[src/rtl/divider_seq.sv]
// divider_seq: 16-by-8 unsigned restoring divider, one quotient bit per clock, MSB first
//   clk_system  rising-edge clock
//   rst_system  asynchronous active-low reset
//   start       request, honoured only in IDLE; P and B are captured with it
//   P, B        16-bit dividend, 8-bit divisor
//   busy        high while quotient bits are being produced
//   done        one-cycle pulse when Q/R/dz have just been updated
//   Q, R, dz    registered quotient, remainder and divide-by-zero flag
module divider_seq (
  input  logic        clk_system,
  input  logic        rst_system,
  input  logic        start,
  input  logic [15:0] P,
  input  logic [7:0]  B,
  output logic        busy,
  output logic        done,
  output logic [15:0] Q,
  output logic [7:0]  R,
  output logic        dz
);
  typedef enum logic [1:0] {IDLE, RUN, DONE} state_t;
  state_t state, state_n;
  logic [15:0] dvd, quo;
  logic [7:0] dvs, rem, rem_n;
  logic [8:0] trial;
  logic [3:0] cnt;
  logic ge;
  always_ff @(posedge clk_system or negedge rst_system)
    if (!rst_system) state <= IDLE;
    else state <= state_n;
  always_comb
    state_n = state == IDLE ? (start ? (B == 8'd0 ? DONE : RUN) : IDLE) :
              state == RUN  ? (cnt == 4'd0 ? DONE : RUN) : IDLE;
  always_comb begin
    busy = state == RUN;
    done = state == DONE;
  end
  // The remainder before the shift is always below the divisor, so after the
  // subtract it fits in 8 bits and the subtract can run modulo 256.
  always_comb begin
    trial = {rem, dvd[cnt]};
    ge = trial >= {1'b0, dvs};
    rem_n = trial[7:0] - (ge ? dvs : 8'd0);
  end
  always_ff @(posedge clk_system or negedge rst_system)
    if (!rst_system) begin
      dvd <= '0;
      dvs <= '0;
      rem <= '0;
      quo <= '0;
      cnt <= '0;
      Q <= '0;
      R <= '0;
      dz <= 1'b0;
    end else if (state == IDLE && start) begin
      if (B == 8'd0) begin
        Q <= 16'hFFFF;
        R <= 8'h00;
        dz <= 1'b1;
      end else begin
        dvd <= P;
        dvs <= B;
        rem <= '0;
        quo <= '0;
        cnt <= 4'd15;
      end
    end else if (state == RUN) begin
      rem <= rem_n;
      quo <= {quo[14:0], ge};
      cnt <= cnt - 4'd1;
      if (cnt == 4'd0) begin
        Q <= {quo[14:0], ge};
        R <= rem_n;
        dz <= 1'b0;
      end
    end
endmodule
[config.mk]
export PLATFORM = sky130hd
export DESIGN_NAME = divider_seq
export DESIGN_NICKNAME = d
export VERILOG_FILES = /design/src/rtl/divider_seq.sv
export SDC_FILE = /design/constraint.sdc
export NUM_CORES = 1
export LEC_CHECK = 0
export BUFFER_PORTS_ARGS = -buffer_cell sky130_fd_sc_hd__buf_2
export CAP_MARGIN = 15
export CORE_MARGIN = 3
export CORE_UTILIZATION = 53
export DETAILED_ROUTE_END_ITERATION = 12
export PLACE_DENSITY = 0.75
export SYNTH_ARGS = -nofsm -noshare
export SYNTH_HDL_FRONTEND = slang
export SYNTH_SLANG_ARGS = --single-unit
[constraint.sdc]
create_clock -name clk_system -period 4.7 [get_ports clk_system]
set_clock_uncertainty 0.15 [all_clocks]
set_input_delay 0.235 -clock clk_system [delete_from_list [all_inputs] [get_ports clk_system]]
set_output_delay 0.235 -clock clk_system [all_outputs]
set_load 0.1 [all_outputs]
==> flow_summary.yaml <==
drt:
  first_iter_violations: 134
  via_per_inst: 5.580
  drc: 0
  antenna_left: 0
  wl_per_cell_um: 15.86
  drt_pass1_iterations: 4
  num_vias: 2712
  detail_route.wirelength_um: 7710
critical_path:
  rr_worst_depth: 17
  arrival_ns: 4.48
  path_cells: "mux4_1 > mux4_2 > inv_1 > ha_1 > nor2b_1 > o21ai_0 > a211o_1 > and2_1 > ha_1 > inv_1 > fa_1 > a21o_1 > a21oi_1 > o21bai_1 > a21oi_1 > xor2_1 > o21ai_0"
  slowest_stage: "mux4_1"
  cp.required_ns: 4.76
  worstReg2RegEnd: "R[6]$_DFFE_PN0P_"
  reg2reg_from: "cnt[0]$_DFFE_PN0P_"
  critical_path_class: "reg2reg"
  crit_buf_inv: 2
  critPathTopFamily: "compound AO/OA/AOI/OAI gates"
  start_kind: "register"
  cp-startpoint: "cnt[0]$_DFFE_PN0P_"
  crit_path_end: "R[6]$_DFFE_PN0P_"
  reg2reg_slack_ns: 0.28
  end_kind: "register"
  cp.depth: 17
  path_max_fanout: 10
  cp_slowest_stage_delay_ns: 0.61
grt:
  grt_pass1_wl_um: 12840
  overflow: 0
  grt_antenna_before_repair: 0
  grt_pass1_vias: 2735
  grtUsageTotal_pct: 21.47
  grt_max_degree: 79
layout:
  drive_gt1_share_pct: 19.56
  fin_nets: 449
  fillers: 499
  layout_commonest_cell: "nand2_1"
  syn2layout_area_growth_pct: 20.71
  final_cell_count_no_fill: 486
  final_cell_mix: "nand2_1, dfrtp_1, buf_2"
  diodes: 0
timing:
  rsz0062_at_grt: "false"
  worstMarginPinSlew_ns: 0.9478
  max_slew_margin_pct: 36.81
  hold_viol: 0
  worst_slack_ns: 0.2779
  max_freq_mhz: 226.1
  tns_ns: 0
  min_period_over_period_pct: 94.09
  setup_viol: 0
  period_minus_slack_ns: 4.422
  whs_ns: 0.2567
  slew_viol_final: 0
place:
  dp.cells: 445
  pre_cts_ws_ns: 0.3016
  port_buffers: 53
  dp_hpwl_um: 5183
  finalWeightedCongestion: 0.9435
cts:
  cts_tree: "built"
  cts_sinks: 78
  clockBufferDepth: 2
  cts_buffers: 9
  clk_latency_ns: 0.36
  post_cts_resized: 0
  clkTransAtPathRegs_ns: 0.08
  hold_buffers: 25
  cts_setup_buffers: 0
  root_buffer: "clkbuf_8"
  htreeDepth: 3
synthesis:
  synth-edff-count: 0
  synthesis.area_um2: 3613
  ys_seq_elements: 78
  yosysWarnings: 0
  syn_avg_cell_area_um2: 10.95
  synth.distinct_cells: 46
  synthCells: 330
  synth_nets: 375
  yosysSeqAreaShare_pct: 54.02
  ys.flop_type: "dfrtp_1"
  async_reset_ff_share_pct: 100.0
floorplanning:
  ioPinCount: 54
  dieArea_um2: 7845
  rows: 29
  dieWidth_um: 88.57
  initial_core_util_pct: 55.63
  fp.dieH_um: 88.57
  design.core.area_um2: 6495
flow_run:
  cap_violations: 0
run_status:
  status: "complete, no violations"
hold_path:
  hold_path.class: "in2reg"
  worstHoldStart: "start"
==> layout make-up <==
| class | count | area [um2] | share of cell area [%] |
|---|---|---|---|
| multi-input combinational | 222 | 1505 | 34.51 |
| clock buffer | 9 | 123.9 | 2.840 |
| inverter | 15 | 61.31 | 1.406 |
| timing repair buffer | 78 | 518.0 | 11.88 |
| clock inverter | 7 | 105.1 | 2.410 |
| sequential | 78 | 1952 | 44.75 |
| tap | 77 | 96.34 | 2.209 |
==> how the worst min path moves through the flow <==
stage	endpoint	depth (start not counted)
final	dvs[0]$_DFFE_PN0P_	4
after global routing	dvs[0]$_DFFE_PN0P_	4
after CTS	dvs[0]$_DFFE_PN0P_	4
after detailed placement	dvd[14]$_DFFE_PN0P_	3
after global placement	dvd[12]$_DFFE_PN0P_	3
after floorplan	Q[0]$_DFFE_PN0P_	0
==> synth_stat cells, drive strengths merged (5+ instances only) <==
cell / n / area, um2
a21oi: 7 / 46.30
a22o: 18 / 157.7
buf: 12 / 83.82
dfrtp: 78 / 1952
ha: 17 / 212.7
inv: 14 / 52.55
mux4: 5 / 127.6
nand2: 92 / 345.3
nand3: 6 / 35.03
nor2: 11 / 48.80
o21ai: 17 / 85.08
o22a: 15 / 131.4
==> metal layers <==
layer	global-route usage (%)	wire, um
met5	0	0
met4	9.066	158
met3	4.004	317
met2	35.42	3754
met1	27.97	3479
==> state kept, by name, indices dropped and copies added (netlist names) <==
signal / count
dvd: 16
R: 8
rem: 8
cnt: 4
dz: 1
dvs: 8
quo: 15
state: 2
Q: 16
==> worst register-to-register path: stages, from the launching register on <==
cell and delay, ns:
dfrtp_1 0.49, mux4_1 0.61, mux4_2 0.47, inv_1 0.13, ha_1 0.13, nor2b_1 0.03
o21ai_0 0.16, a211o_1 0.33, and2_1 0.21, ha_1 0.15, inv_1 0.05, fa_1 0.40
a21o_1 0.17, a21oi_1 0.24, o21bai_1 0.10, a21oi_1 0.18, xor2_1 0.18, o21ai_0 0.09
==> per-stage QoR <==
step	util, %	area [um2]
6_report	67.15	4362
5_1_grt	67.15	4362
4_1_cts	67.15	4362
3_5_place_dp	59.78	3882
3_3_place_gp	59.78	3882
2_1_floorplan	-	3613
==> logic make-up (layout without fill, tap and decap cells) <==
logic type      Yosys count  after routing  share of synthesized area [%]
compound gates           72             72                          15.03
simple gates            120            120                          14.47
xor+xnor                  6              6                          1.870
flops                    78             78                          54.02
buf+inv                  30            109                          4.328
mux                       6              6                          3.843
fa+ha+maj                18             18                          6.440
Power is left out: the tool's default activity adds up to more than one toggle a clock period on the data nets, which glitch-free logic cannot reach.
